## config.mk

```make
export PLATFORM = sky130hd
export DESIGN_NAME = rom_fetch_sequencer
export DESIGN_NICKNAME = d
export VERILOG_FILES = /design/src/rtl/rom_fetch_sequencer.sv
export SDC_FILE = /design/constraint.sdc
export NUM_CORES = 1
export LEC_CHECK = 0
export CAP_MARGIN = 20
export CORE_MARGIN = 2
export CORE_UTILIZATION = 53
export DETAILED_ROUTE_END_ITERATION = 16
export GPL_TIMING_DRIVEN = 1
export HOLD_SLACK_MARGIN = 0.12
export PLACE_DENSITY = 0.86
export SYNTH_ARGS = -nofsm -noshare
export SYNTH_HDL_FRONTEND = slang
export SYNTH_SLANG_ARGS = --single-unit
```

## constraint.sdc

```tcl
create_clock -name Clock -period 3.1 [get_ports Clock]
set_clock_uncertainty 0.2 [all_clocks]
set_input_delay 0.93 -clock Clock [delete_from_list [all_inputs] [get_ports Clock]]
set_output_delay 0.93 -clock Clock [all_outputs]
set_load 0.05 [all_outputs]
```

## src/rtl/rom_fetch_sequencer.sv

```systemverilog
// Program-counter / control-flow sequencer driving the instruction ROM address.
// Handles sequential fetch, jumps, branches, CALL/RET via a return stack, and delay NOPs.
module rom_fetch_sequencer #(
  parameter int ADDR_WIDTH   = 16,
  parameter int TARGET_WIDTH = 8,
  parameter int STACK_DEPTH  = 8,
  parameter int WAIT_WIDTH   = 24
) (
  input  logic                          Clock,
  input  logic                          Reset,
  input  logic                          iStall,
  input  logic                          iJump,
  input  logic                          iBranchTaken,
  input  logic                          iCall,
  input  logic                          iRet,
  input  logic                          iWait,
  input  logic [TARGET_WIDTH-1:0]       iTarget,
  input  logic [WAIT_WIDTH-1:0]         iWaitCycles,
  output logic [ADDR_WIDTH-1:0]         oAddress,
  output logic                          oValid,
  output logic [$clog2(STACK_DEPTH):0]  oDepth,
  output logic                          oError
);

  localparam int PTR_W   = $clog2(STACK_DEPTH);
  localparam int DEPTH_W = PTR_W + 1;

  typedef enum logic [1:0] {
    RUN_PEND = 2'd0,
    RUN      = 2'd1,
    WAIT     = 2'd2,
    ERR      = 2'd3
  } state_t;

  state_t                  state, state_nxt;
  logic [ADDR_WIDTH-1:0]   addr_nxt;
  logic                    vld_nxt;
  logic [DEPTH_W-1:0]      depth_nxt;
  logic                    err_nxt;
  logic [WAIT_WIDTH-1:0]   cnt, cnt_nxt;
  logic                    push;

  logic [ADDR_WIDTH-1:0]   stack [STACK_DEPTH];
  logic [PTR_W-1:0]        wr_ptr, rd_ptr;
  logic [ADDR_WIDTH-1:0]   addr_inc, target_ext;
  logic                    stack_full, stack_empty;

  assign wr_ptr      = oDepth[PTR_W-1:0];
  assign rd_ptr      = wr_ptr - PTR_W'(1);
  assign addr_inc    = oAddress + ADDR_WIDTH'(1);
  assign target_ext  = ADDR_WIDTH'(iTarget);
  assign stack_full  = (oDepth == DEPTH_W'(STACK_DEPTH));
  assign stack_empty = (oDepth == '0);

  always_comb begin
    state_nxt = state;
    addr_nxt  = oAddress;
    vld_nxt   = 1'b0;
    depth_nxt = oDepth;
    err_nxt   = oError;
    cnt_nxt   = cnt;
    push      = 1'b0;
    case (state)
      RUN_PEND: begin
        state_nxt = RUN;
        vld_nxt   = 1'b1;
      end
      RUN: begin
        // A stalled core re-presents its strobes later, so nothing is acted on here.
        if (!iStall) begin
          vld_nxt = 1'b1;
          if (iRet) begin
            if (stack_empty) begin
              state_nxt = ERR;
              err_nxt   = 1'b1;
              vld_nxt   = 1'b0;
            end else begin
              addr_nxt  = stack[rd_ptr];
              depth_nxt = oDepth - DEPTH_W'(1);
            end
          end else if (iCall) begin
            if (stack_full) begin
              state_nxt = ERR;
              err_nxt   = 1'b1;
              vld_nxt   = 1'b0;
            end else begin
              push      = 1'b1;
              depth_nxt = oDepth + DEPTH_W'(1);
              addr_nxt  = target_ext;
            end
          end else if (iJump || iBranchTaken) begin
            addr_nxt = target_ext;
          end else if (iWait && (iWaitCycles != '0)) begin
            cnt_nxt   = iWaitCycles;
            state_nxt = WAIT;
            vld_nxt   = 1'b0;
          end else begin
            addr_nxt = addr_inc;
          end
        end
      end
      WAIT: begin
        // Advancing on the final decrement gives an N+1 cycle gap between instructions.
        if (cnt == WAIT_WIDTH'(1)) begin
          cnt_nxt   = '0;
          addr_nxt  = addr_inc;
          vld_nxt   = 1'b1;
          state_nxt = RUN;
        end else begin
          cnt_nxt = cnt - WAIT_WIDTH'(1);
        end
      end
      ERR: begin
        vld_nxt = 1'b0;
      end
      default: begin
        state_nxt = ERR;
        err_nxt   = 1'b1;
      end
    endcase
  end

  always_ff @(posedge Clock) begin
    if (Reset) begin
      state    <= RUN_PEND;
      oAddress <= '0;
      oValid   <= 1'b0;
      oDepth   <= '0;
      oError   <= 1'b0;
      cnt      <= '0;
    end else begin
      state    <= state_nxt;
      oAddress <= addr_nxt;
      oValid   <= vld_nxt;
      oDepth   <= depth_nxt;
      oError   <= err_nxt;
      cnt      <= cnt_nxt;
    end
  end

  // Stack storage is not reset; only the occupancy pointer is.
  always_ff @(posedge Clock) begin
    if (push) stack[wr_ptr] <= addr_inc;
  end

endmodule

```

==> metrics <==
status finished, final reports clean; IO Port Bufs 61; Max-Cap Viols 0; worst vdd ir approximately 0.47 mV; Yosys top cell area share 0.465; Setup Crit Path Kind flop to output pin; largest net degree at the start of global routing 49; met1 GRT Util 0.330; Rel. slew slack 0.502; CP cell instances clkdlybuf4s50_1; gr busiest metal met2; worst-path maximum fanout 8; chip width between 100 and 150 um; Starting Density 0.544; antenna viol nets, final 0; Slew Limit Fails 0; Final Hold Vio Count 0; FFs w/ async S/R, synth 0; clock slew at reported path FFs ~0.06 ns; sum of routed wire length over all layers roughly 21000 um; Post-Place Worst Slack -0.221 ns; final setup fails 0; total grt overflow 0; depth of the CTS H-tree 4; antenna violations before repair 0; vias in the first global route about 6.2k; Setup crit end kind output pin; met3 Usage GRT 0.0524; Die Span Y ~130 um; Post-Syn Nets roughly 700; top cells by count, synth edfxtp_1 (128), nand2_1 (78), dfxtp_1 (48); Post-synth EDFFs about 130; WP data arrival approximately 1.8 ns; core area between 0.015 and 0.02 mm^2; DP Wirelength approximately 14000 um; minimum clock period after layout ~3.0 ns; P per Cell Area ~560 mW/mm^2; Clk Tree Root Cell clkbuf_16; synth top area cells edfxtp_1 (47%), dfxtp_1 (12%), mux4_2 (8.7%); Worst path slowest cell clkdlybuf4s50_1; WP buf/inv 1; Starting DRT DRC Count about 660; Seq/Total Area, Yosys 0.581; CP startpoint kind flop; Hold WC Path Type flop to flop; DR pass1 iterations 6; first-pass GRT wire length around 33000 um; Clock Path Buffers 2; DRC Markers 0; vias per std cell between 6 and 7; die area 0.0166 mm^2; Tot GR Track Use 0.260; CP max stage delay approximately 0.9 ns; Ys Warns 0; via count around 6k; Static Leak ~3.4 nW; Post-DP Area approximately 0.0094 mm^2; fin area 0.0100 mm^2; row count between 40 and 50; Final GP Congestion between 0.8 and 0.9; grt met2 use 0.440; Num CTS Buffers 17; Post-Syn Instances approximately 650; Primary FF master, synth edfxtp_1; ant diodes 0; period utilization 0.957; RSZ-0062 raised after global routing false; CTS hold repair buffers 0; CTS tree yes; Syn Area/Cell 12.8 um^2; actual slew at the worst max-slew pin approximately 0.74 ns; fmax 337 MHz; Worst-Skew Late Latency 0.43 ns; required time worst endpoint 1.97 ns; Area Growth Syn to Fin 21.0%; WL/cell about 22 um; Synth area leader edfxtp_1; Boundary Pins 62; nets@finish 781; most common cell in the netlist edfxtp_1; Yosys cell types a little under 70; worst setup margin around 0.13 ns; area of the mapped netlist about 0.0083 mm^2; post-layout power 5.61 mW; CP top delay family buffers and inverters; CTS Sinks roughly 180; share of layout cells above drive strength 1 0.166; #FFs+latches synth 176
layout make-up:
cell class	instances	area [um^2]
Sequential cell	176	4810
Multi-Input combinational cell	414	3230
Clock inverter	11	131
Inverter	14	52.6
Timing Repair Buffer	110	1100
Clock buffer	21	440
Fill cell	1036	5200
Tap cell	188	235
cells in the final DEF (no fill, tap or decap), types with 10 or more instances in the layout:
master	count
edfxtp_1	128
nand2_1	78
clkdlybuf4s50_1	58
dfxtp_1	47
buf_4	39
a21oi_1	34
mux4_2	32
nor2_1	29
a22oi_1	26
o32ai_1	21
clkbuf_16	17
xnor2_1	16
nand3_1	14
inv_1	13
nor3_1	12
nor4_1	11
a211oi_1	11
buf_12	10
through the flow:
step | setup TNS (ns) | utilization | hold WS [ns] | instances
floorplan | -0.0800 | - | 0.228 | 647
global placement | -4.42 | 0.619 | 0.245 | 901
detailed placement | -6.92 | 0.619 | 0.266 | 901
CTS | 0 | 0.657 | 0.277 | 933
global route | 0 | 0.658 | 0.292 | 934
finish | 0 | 0.658 | 0.267 | 934
flip-flops by register name, indices dropped and copies added, names as in the netlist:
| register | cells |
|---|---|
| cnt | 24 |
| state | 2 |
| oValid | 1 |
| oError | 1 |
| stack | 128 |
| oAddress | 16 |
| oDepth | 4 |
kinds of logic after synthesis:
family                   share of synthesized area
buffers and inverters                       0.0295
adder cells (fa/ha/maj)                     0.0130
multiplexers                                0.0933
XOR/XNOR                                    0.0201
AO/OA/AOI/OAI                                0.141
AND/OR/NAND/NOR                              0.121
flip-flops                                   0.581
repair_timing:
action                                  CTS  global route
endpoints found under the setup margin    0             1
setup buffers                             0             0
gates resized for setup                   0             1
per-layer routing:
layer  share of wire  up-vias
li1                -     2742
met1            0.39     2998
met2            0.49      355
met3           0.084       65
met4           0.035        0
met5               0        -
report_power, final:
part | switching, mW | internal (mW) | total (mW)
sequential | 0.0550 | 2.58 | 2.63
combinational | 0.526 | 0.377 | 0.903
clock | 0.878 | 1.20 | 2.07
path summary, 6_finish.rpt:
kind              cells after the start   startpoint          end  slack [ns]
setup / recovery                      1  oAddress[6]  oAddress[6]        0.13
hold / removal                        2      cnt[22]      cnt[22]        0.27
setup reg to reg                      8    oDepth[1]  oAddress[6]        0.49
hold reg to reg                       2      cnt[22]      cnt[22]        0.27
No activity file was read; power rests on OpenSTA's default activity.
